===== config.mk =====
export PLATFORM = sky130hd
export DESIGN_NAME = flag_scheduler_flat
export DESIGN_NICKNAME = d
export VERILOG_FILES = /design/src/rtl/flag_scheduler_if.sv /design/src/rtl/flag_scheduler.sv /design/src/flat_wrapper.sv
export SDC_FILE = /design/constraint.sdc
export NUM_CORES = 1
export LEC_CHECK = 0
export ABC_AREA = 0
export BUFFER_PORTS_ARGS = -buffer_cell sky130_fd_sc_hd__clkbuf_2
export CORE_MARGIN = 2
export CORE_UTILIZATION = 30
export DETAILED_ROUTE_END_ITERATION = 8
export SLEW_MARGIN = 10
export SYNTH_ARGS = -nofsm -noshare
export SYNTH_HDL_FRONTEND = slang
export SYNTH_SLANG_ARGS = --single-unit

===== constraint.sdc =====
create_clock -name clk -period 1.5 [get_ports clk]
set_clock_uncertainty 0.05 [all_clocks]
set_input_delay 0.15 -clock clk [delete_from_list [all_inputs] [get_ports clk]]
set_output_delay 0.15 -clock clk [all_outputs]
set_load 0.005 [all_outputs]

===== src/rtl/flag_scheduler_if.sv =====
// flag_scheduler_if: decode/flags-stage signals exchanged with the flag scheduler
interface flag_scheduler_if;
  logic       IssueValid;
  logic       IssueSetsFlags;
  logic       BranchReq;
  logic [2:0] BranchCond;
  logic       Flush;
  logic       arithCarry;
  logic       logicCarry;
  logic       zero;
  logic       sign;
  logic       overflow;
  logic [1:0] CarrySelectDelayed;
  logic       Stall;
  logic       BranchResolved;
  logic       BranchTaken;
  logic       FlagsBusy;
  logic [7:0] StallCycles;
  modport master (
    output IssueValid, IssueSetsFlags, BranchReq, BranchCond, Flush,
           arithCarry, logicCarry, zero, sign, overflow, CarrySelectDelayed,
    input  Stall, BranchResolved, BranchTaken, FlagsBusy, StallCycles
  );
  modport slave (
    input  IssueValid, IssueSetsFlags, BranchReq, BranchCond, Flush,
           arithCarry, logicCarry, zero, sign, overflow, CarrySelectDelayed,
    output Stall, BranchResolved, BranchTaken, FlagsBusy, StallCycles
  );
endinterface


===== src/rtl/flag_scheduler.sv =====
// flag_scheduler: flag-writer interlock and conditional branch resolution
module flag_scheduler #(
  parameter int PIPE_DEPTH = 3
) (
  input logic             clk,
  input logic             reset,
  flag_scheduler_if.slave bus
);
  localparam int PW = PIPE_DEPTH - 1;
  typedef enum logic {IDLE, WAIT} state_t;
  state_t state, state_nxt;
  logic [PW-1:0] pend;
  logic pending, carry, cond, resolve, inc, resolved_q, taken_q;
  logic [7:0] stall_cycles_q;
  assign pending            = |pend;
  assign bus.FlagsBusy      = pending;
  assign bus.Stall          = bus.BranchReq & pending & ~bus.Flush;
  assign bus.BranchResolved = resolved_q;
  assign bus.BranchTaken    = taken_q;
  assign bus.StallCycles    = stall_cycles_q;
  // carry source select and branch condition evaluation on the current flags
  always_comb begin
    carry = bus.CarrySelectDelayed[1] ? bus.CarrySelectDelayed[0] :
            (bus.CarrySelectDelayed[0] ? bus.logicCarry : bus.arithCarry);
    case (bus.BranchCond)
      3'd0:    cond = 1'b1;
      3'd1:    cond = bus.zero;
      3'd2:    cond = ~bus.zero;
      3'd3:    cond = carry;
      3'd4:    cond = ~carry;
      3'd5:    cond = bus.sign;
      3'd6:    cond = ~bus.sign;
      default: cond = bus.overflow;
    endcase
  end
  // a branch waits (and is counted) while writers are pending; it resolves once they drain
  always_comb begin
    inc       = ~bus.Flush & pending & (state == WAIT | bus.BranchReq);
    resolve   = ~bus.Flush & bus.BranchReq & ~pending;
    state_nxt = inc ? WAIT : IDLE;
  end
  // state register
  always_ff @(posedge clk) begin
    if (reset) state <= IDLE;
    else       state <= state_nxt;
  end
  // in-flight writer tracking, registered branch outcome and stall counter
  always_ff @(posedge clk) begin
    if (reset) begin
      pend           <= '0;
      resolved_q     <= 1'b0;
      taken_q        <= 1'b0;
      stall_cycles_q <= '0;
    end else if (bus.Flush) begin
      pend       <= '0;
      resolved_q <= 1'b0;
    end else begin
      pend       <= (pend >> 1) | (PW'(bus.IssueValid & bus.IssueSetsFlags & ~bus.Stall) << (PW - 1));
      resolved_q <= resolve;
      if (resolve) taken_q <= cond;
      if (inc && stall_cycles_q != 8'hFF) stall_cycles_q <= stall_cycles_q + 8'd1;
    end
  end
endmodule


===== src/flat_wrapper.sv =====
// flat-port wrapper written by rule: the top's interface ports become plain ports
module flag_scheduler_flat 
#(
  parameter int PIPE_DEPTH = 3
)
  (clk, reset, bus_IssueValid, bus_IssueSetsFlags, bus_BranchReq, bus_BranchCond, bus_Flush, bus_arithCarry, bus_logicCarry, bus_zero, bus_sign, bus_overflow, bus_CarrySelectDelayed, bus_Stall, bus_BranchResolved, bus_BranchTaken, bus_FlagsBusy, bus_StallCycles);
  flag_scheduler_if bus_i ();
  input logic clk;
  input logic reset;
  input wire logic [$bits(bus_i.IssueValid)-1:0] bus_IssueValid;
  input wire logic [$bits(bus_i.IssueSetsFlags)-1:0] bus_IssueSetsFlags;
  input wire logic [$bits(bus_i.BranchReq)-1:0] bus_BranchReq;
  input wire logic [$bits(bus_i.BranchCond)-1:0] bus_BranchCond;
  input wire logic [$bits(bus_i.Flush)-1:0] bus_Flush;
  input wire logic [$bits(bus_i.arithCarry)-1:0] bus_arithCarry;
  input wire logic [$bits(bus_i.logicCarry)-1:0] bus_logicCarry;
  input wire logic [$bits(bus_i.zero)-1:0] bus_zero;
  input wire logic [$bits(bus_i.sign)-1:0] bus_sign;
  input wire logic [$bits(bus_i.overflow)-1:0] bus_overflow;
  input wire logic [$bits(bus_i.CarrySelectDelayed)-1:0] bus_CarrySelectDelayed;
  output wire logic [$bits(bus_i.Stall)-1:0] bus_Stall;
  output wire logic [$bits(bus_i.BranchResolved)-1:0] bus_BranchResolved;
  output wire logic [$bits(bus_i.BranchTaken)-1:0] bus_BranchTaken;
  output wire logic [$bits(bus_i.FlagsBusy)-1:0] bus_FlagsBusy;
  output wire logic [$bits(bus_i.StallCycles)-1:0] bus_StallCycles;
  assign bus_i.IssueValid = bus_IssueValid;
  assign bus_i.IssueSetsFlags = bus_IssueSetsFlags;
  assign bus_i.BranchReq = bus_BranchReq;
  assign bus_i.BranchCond = bus_BranchCond;
  assign bus_i.Flush = bus_Flush;
  assign bus_i.arithCarry = bus_arithCarry;
  assign bus_i.logicCarry = bus_logicCarry;
  assign bus_i.zero = bus_zero;
  assign bus_i.sign = bus_sign;
  assign bus_i.overflow = bus_overflow;
  assign bus_i.CarrySelectDelayed = bus_CarrySelectDelayed;
  assign bus_Stall = bus_i.Stall;
  assign bus_BranchResolved = bus_i.BranchResolved;
  assign bus_BranchTaken = bus_i.BranchTaken;
  assign bus_FlagsBusy = bus_i.FlagsBusy;
  assign bus_StallCycles = bus_i.StallCycles;
  flag_scheduler #(.PIPE_DEPTH(PIPE_DEPTH)) u_core (.clk(clk), .reset(reset), .bus(bus_i));
endmodule

After elaboration in Yosys (flattened, before gate mapping)

Cells that the tools add are included.

Flip-flop bits (word level): 13
Input bits: 16
Output and inout bits: 12
Logic and storage cells: 39

$add $sub $neg: 1
Equality and inequality tests: 7
Mux-type cells: 4
Bitwise gates (word level): 16
Reduce and logical (&&, ||, !) cells: 6

Operators by type and width:

| kind                | count |
|---|---|
| $eq 3x3->1 const B  | 3 |
| $add 8x1->8 const B | 1 |
| $and 1x1->1         | 8 |
| $ne 8x8->1 const B  | 1 |
| $pmux 1 s7          | 1 |
| $eq 3x2->1 const B  | 2 |
| $not 1->1           | 6 |
| $reduce_and 2->1    | 2 |
| $reduce_or 2->1     | 2 |
| $eq 3x1->1 const B  | 1 |
| $logic_not 3->1     | 1 |
| $mux 1              | 3 |
| $or 1x2->2          | 1 |
| $logic_and 1x1->1   | 1 |
| $or 1x1->1          | 1 |

Longest topological paths before layout

Gate-level depths: netlist (run 1).

Depth after elaboration: 6
Gate-level depth with buffers: 5
Depth with buffers taken out: 5

Worst setup path after synthesis (run 1)

OpenSTA, ideal clock, no wires.

Path kind: register to register
From: register u_core.pend[1]
To: register u_core.stall_cycles_q[7] (netlist: u_core.bus.StallCycles[7])
Library setup time: 0.123 ns
Arrival time: 1.459 ns
Required time: 1.327 ns
Slack: -0.132 ns
Cell stages (with the launch flop): 6
Buffers on the path: 1
Clock period less this slack: 1.632 ns
Cell sequence: dfxtp_1 > nor2_1 > or3_4 > buf_6 > nor4_2 > mux2_1

Word-level cells in the longest chain between the ends: 5

RTL lines:

| what                              | RTL line             | text |
|---|---|---|
| start: declaration                | flag_scheduler.sv:12 | `logic [PW-1:0] pend;` |
| start signal: assignment          | flag_scheduler.sv:58 | `pend <= (pend >> 1) \| (PW'(bus.IssueValid & bus.IssueSetsFlags & ~bus.Stall) << (PW - 1));` |
| $reduce_or 2->1                   | flag_scheduler.sv:15 | `assign pending = \|pend;` |
| $and 1x1->1 (2 in a row)          | flag_scheduler.sv:38 | `inc = ~bus.Flush & pending & (state == WAIT \| bus.BranchReq);` |
| $logic_and 1x1->1                 | flag_scheduler.sv:61 | `if (inc && stall_cycles_q != 8'hFF) stall_cycles_q <= stall_cycles_q + 8'd1;` |
| $reduce_and 2->1 (no source line) | -                    |  |
| end signal: assignment            | flag_scheduler.sv:61 |  |
| end: declaration                  | flag_scheduler.sv:14 | `logic [7:0] stall_cycles_q;` |

No other way between the ends.
A chain may end at the register's enable or synchronous reset.

Worst setup path in the final report (run 1)

From: register u_core.pend[1]
To: register u_core.stall_cycles_q[4] (netlist: u_core.bus.StallCycles[4])

Same word-level chain as after synthesis.

==> metrics.csv, run 1 <==
metric,value,unit
status,"complete, but fails checks",
violations,negative setup slack,
root_buffer,clkbuf_4,
cts_tree,yes,
holdBufCountCts,0,
dieArea,2720,sq um
grt_pass1_vias,716,
initial_utilization,31.7,%
cp.buffers_inverters,0,
fmax,0.642,GHz
synth_largest_area_cell,dfxtp_1,
synth_cells,81,
grt_usage,15.3,%
netlist_area,694,sq um
cp-end-kind,register,
drt_iter0_markers,4,
seq_area_frac_synth,37.5,%
relSlewSlack,76.0,%
path_clk_slew,70,ps
core,2190,sq um
drive_above_1_share,54.5,%
placed_cells,144,
p_leak,0.000438,uW
routed_wl,1800,um
synth_top_area_share,37.5,%
switching_share,24.0,%
async_flop_share,0,%
area_growth,53.5,%
finalWorstSetupSlack,-57.7,ps
final_nets,141,
cp_slowest_stage_delay,520,ps
antennaDiodeCount,0,
p_per_area,606,nW/um^2
crit_path_max_fanout,5,
grt_max_degree,17,
required,1660,ps
crit_type,register to register,
regArea,268,sq um
hp-class,input port to register,
p_total,646,uW
cts_buffers,3,
multiInputGateArea,489,sq um
fillers,213,
pin_count,28,
path_cells,"nor2_2, or3_4, or4_4, a21oi_2",
first_pass_iters,3,
rows,17,
internal_power,491,uW
yosys-top-cells-area,"dfxtp_1, nor2_1, a21oi_1, and4_4, buf_6",
ys_ff_latch,13,
synth-edff-count,0,
start_kind,register,
final_util,48.7,%
antenna_found_initial,0,
ys_types,30,
vdd_drop_max,0.271,mV
finalHoldViolations,0,
power_frac_comb,11.7,%
p_sw,155,uW
num_vias,758,
critPathArrivalTime,1710,ps
fin_cells,151,
min_period,1560,ps
clock-sinks,13,
p_clk_share,33.7,%
drc_errors,0,
synth_flop_cell,dfxtp_1,
hold_slack,32.4,ps
cp_top_family,simple AND/OR/NAND/NOR gates,
maxCapViolCount,0,
seqPwrFrac,54.6,%
worstMarginPinSlew,360,ps
setup-violations-final,6,
die_w,52.1,um
period_share,104,%
dieHeight,52.1,um
synth_nets,98,
avgSynthCellArea,8.57,sq um
cp_slowest_cell,or4_4,
overflow,0,
synth.most_common_cell,dfxtp_1,
cts_buffer_depth,2,
portBuffers,27,
hpwl,1270,um
clk_latency,280,ps
netlist_top_cells_count,"dfxtp_1, nor2_1, a21oi_1, nand2_1, o21ai_0",
rsz0062_at_grt,yes,
via_per_inst,5.02,
wire_per_inst,11.9,um
synth-warning-count,0,
postRouteAntennaNets,0,
globalplace.congestion,0.731,
drv_slew,0,
grt_pass1_wl,2990,um
ctsHtreeMaxLevel,1,
==> per-layer routing <==
layer	vias to the layer above	wire length, um	global-route usage (%)	part of all wire, %
li1	386	-	-	-
met1	342	783	17.0	44
met2	25	860	25.7	48
met3	5	107	3.45	5.9
met4	0	48	10.5	2.7
met5	-	0	0	0
==> cells by family after synthesis <==
logic type | share of synthesized area (%)
AND/OR/NAND/NOR | 35.1
flip-flops | 37.5
buffers and inverters | 5.40
adder cells (fa/ha/maj) | 1.80
AO/OA/AOI/OAI | 15.3
multiplexers | 4.86
==> power groups by stage <==
stage,logic (uW),registers [uW],clock network [uW]
final,75.7,352,218
after global routing,85.3,353,244
after CTS,74.2,352,228
after detailed placement,70.5,360,0
after global placement,68.7,360,0
after floorplan,28.4,360,0
==> state kept, by name, indices dropped and copies added, names as in the netlist <==
signal                     cells
u_core.bus.BranchTaken         1
u_core.pend                    2
u_core.bus.StallCycles         8
u_core.state                   1
u_core.bus.BranchResolved      1
==> worst register-to-register path, stage by stage (launching register included) <==
cell and delay (ps):
dfxtp_2 330, nor2_2 50, or3_4 410, or4_4 530, a21oi_2 120
==> worst paths after layout <==
kind	start	end	slack (ps)	cells past startpoint
setup / recovery	u_core.pend[1]	u_core.bus.StallCycles[4]	-60	4
hold / removal	bus_IssueSetsFlags	u_core.pend[1]	30	3
setup reg to reg	u_core.pend[1]	u_core.bus.StallCycles[4]	-60	4
hold reg to reg	u_core.pend[1]	u_core.pend[0]	430	1
==> area by class of cell <==
| type | instances | area share [%] |
|---|---|---|
| sequential | 13 | 25.1 |
| multi-input combinational | 63 | 45.9 |
| inverter | 3 | 1.06 |
| clock buffer | 4 | 2.46 |
| timing repair buffer | 40 | 22.2 |
| tap | 28 | 3.29 |
==> placed cells by master (no fill, tap or decap), types with 3 or more instances in the layout <==
| master | instances |
|---|---|
| clkbuf_4 | 3 |
| clkbuf_2 | 27 |
| a21oi_1 | 3 |
| nand3_1 | 3 |
| a21oi_2 | 3 |
| or3_4 | 3 |
| nor2b_1 | 3 |
| inv_1 | 3 |
| nor2_1 | 8 |
| buf_4 | 12 |
| dfxtp_1 | 7 |
| nand2_1 | 6 |
| dfxtp_2 | 6 |
| o21ai_0 | 4 |
| o31ai_1 | 3 |
==> per-stage QoR <==
stage	TNS, ps	setup slack [ps]	cell area [sq um]
5_1_grt	-449	-101	1070
2_1_floorplan	-205	-78.7	702
6_report	-171	-57.7	1070
3_5_place_dp	-509	-128	928
3_3_place_gp	-239	-107	928
4_1_cts	-387	-75.9	1000
==> what timing repair did <==
action	4_1_cts	5_1_grt
gates cloned	1	0
setup buffers	1	1
endpoints found under the setup margin	8	8
resized for setup	8	12
pin swaps	6	5
Note: power is estimated with default switching activity, not from simulation.
==> inputs of run 2 (changes only) <==
--- a/config.mk
+++ b/config.mk
@@ -8,8 +8,9 @@
 export ABC_AREA = 0
 export BUFFER_PORTS_ARGS = -buffer_cell sky130_fd_sc_hd__clkbuf_2
 export CORE_MARGIN = 2
-export CORE_UTILIZATION = 30
+export CORE_UTILIZATION = 41
 export DETAILED_ROUTE_END_ITERATION = 8
+export PLACE_DENSITY = 0.72
 export SLEW_MARGIN = 10
 export SYNTH_ARGS = -nofsm -noshare
 export SYNTH_HDL_FRONTEND = slang
==> run 2 against run 1 <==
Net effect: the run still ends with negative setup slack left; via count fell by 1.6%; sequential cell count unchanged; hold slack worse by 9.9 ps; final cell count decreased by 9.3%; wire length is 5.9% lower; non-clock buffer count shrank 2; sequential share of layout area grew 1.3 points.
==> metrics.csv, run 2 (synthesized netlist as in run 1, its figures left out) <==
metric,value,unit,change
first_pass_iters,3,,unchanged
violations,negative setup slack,,
routed_wl,1690,um,-5.9%
fillers,126,,-41%
power_frac_comb,11.2,%,-0.5 points
via_per_inst,5.45,,+8.5%
r2r-end,u_core.bus.StallCycles[2],,
crit_end,u_core.bus.StallCycles[2],,
setup-violations-final,6,,unchanged
initial_utilization,45.0,%,+13 points
p_total,643,uW,-0.38%
layout_commonest_cell,clkbuf_2,,
die_w,45.2,um,-13%
p_leak,0.000426,uW,-2.6%
relSlewSlack,77.0,%,+0.98 points
antenna_found_initial,0,,unchanged
cp-end-kind,register,,
fin_cells,137,,-9.3%
crit_type,register to register,,
start_kind,register,,
cp_slowest_stage_delay,500,ps,-20 ps
cts_buffer_depth,2,,unchanged
path_cells,"nor2_2, or3_4, or4_1, a21oi_2",,
hpwl,1190,um,-5.8%
cts_buffers,3,,unchanged
drt_iter0_markers,5,,+1
startpoint,u_core.pend[1],,
dp_slack,-141,ps,-13.4 ps
cts_tree,yes,,
placed_cells,131,,-9.0%
p_per_area,635,nW/um^2,+4.8%
worstMarginPinSlew,345,ps,-14.7 ps
grt_max_degree,17,,unchanged
finalWorstSetupSlack,-64.9,ps,-7.20 ps
dieArea,2040,sq um,-25%
internal_power,487,uW,-0.66%
drv_slew,0,,unchanged
critPathArrivalTime,1720,ps,about the same
required,1650,ps,about the same
drive_above_1_share,51.2,%,-3.2 points
finalHoldViolations,0,,unchanged
num_vias,746,,-1.6%
grt_usage,18.6,%,+3.3 points
area_growth,45.9,%,
wire_per_inst,12.4,um,+3.7%
antennaDiodeCount,0,,unchanged
fmax,0.639,GHz,-0.46%
largest_register_ffs,8,,unchanged
period_share,104,%,+0.48 points
root_buffer,clkbuf_4,,
reg2reg_depth,4,,unchanged
hp-class,input port to register,,
r2r_start,u_core.pend[1],,
cp.buffers_inverters,0,,unchanged
vdd_drop_max,0.337,mV,+25%
ctsHtreeMaxLevel,1,,unchanged
layout.cells.most_common_list,"clkbuf_2, buf_4, nor2_1, dfxtp_1",,
postRouteAntennaNets,0,,unchanged
portBuffers,27,,unchanged
worstHoldPathCells,3,,unchanged
grt_pass1_vias,665,,-7.1%
pin_count,28,,unchanged
overflow,0,,unchanged
globalplace.congestion,0.788,,+7.8%
rsz0062_at_grt,yes,,
grt_pass1_wl,2700,um,-9.7%
clk_latency,270,ps,about the same
seqPwrFrac,54.7,%,about the same
crit_path_max_fanout,5,,unchanged
cp_top_family,simple AND/OR/NAND/NOR gates,,
drc_errors,0,,unchanged
p_clk_share,34.2,%,+0.5 points
final_nets,139,,-1.4%
status,"complete, but fails checks",,
core,1540,sq um,-30%
dieHeight,45.2,um,-13%
min_period,1560,ps,+7.20 ps
switching_share,24.2,%,+0.22 points
rows,14,,-3
reg2reg_slack,-60,ps,about the same
clock-sinks,13,,unchanged
path_clk_slew,80,ps,about the same
path_depth,4,,unchanged
cp_slowest_cell,or4_1,,
p_sw,156,uW,+0.52%
maxCapViolCount,0,,unchanged
## run 2: area by class of cell
class,instances,area [sq um],share of cell area [%]
sequential,13,268,26.4
timing repair buffer,38,218,21.5
clock buffer,4,26.3,2.59
multi-input combinational,63,470,46.4
inverter,3,11.3,1.11
tap,16,20.0,1.98
## run 2: tightest hold or removal path, cell delays in order
cell      delay (ps)
clkbuf_2          80
nand2_1           40
nor4_1            40
## run 2: how the worst min path moves through the flow
stage / start / end / slack, ps
after floorplan: bus_Flush / u_core.pend[1] / 180
after global placement: bus_IssueSetsFlags / u_core.pend[1] / 320
after detailed placement: bus_IssueSetsFlags / u_core.pend[1] / 320
after CTS: bus_IssueSetsFlags / u_core.pend[1] / 20
after global routing: bus_IssueSetsFlags / u_core.pend[1] / 20
final: bus_IssueSetsFlags / u_core.pend[1] / 20
## run 2: stage by stage
stage	area, sq um	setup TNS (ps)	hold slack (ps)	utilization (%)
after floorplan	702	-205	175	-
after global placement	906	-244	317	58.8
after detailed placement	906	-532	322	58.8
after CTS	993	-343	21.2	64.4
after global routing	1010	-623	24.5	65.7
final	1010	-245	22.5	65.7
## run 2: layer usage
layer / wire length, um / track usage (%)
met4: 32 / 12.9
met1: 746 / 21.6
met2: 842 / 30.3
met5: 0 / 0
met3: 71 / 4.00
## run 2: what timing repair did
action	in CTS	in global routing
setup buffers	0	1
pin swaps	2	8
cloned	1	0
hold buffers	0	0
endpoints found under the setup margin	8	8
resized for setup	10	4
## run 2: power by group through the flow
| stage | logic, uW | registers (uW) | clock network, uW |
|---|---|---|---|
| 2_1_floorplan | 28.4 | 360 | 0 |
| 3_3_place_gp | 66.7 | 359 | 0 |
| 3_5_place_dp | 68.6 | 359 | 0 |
| 4_1_cts | 72.0 | 352 | 221 |
| 5_1_grt | 80.0 | 353 | 242 |
| 6_report | 71.8 | 352 | 220 |
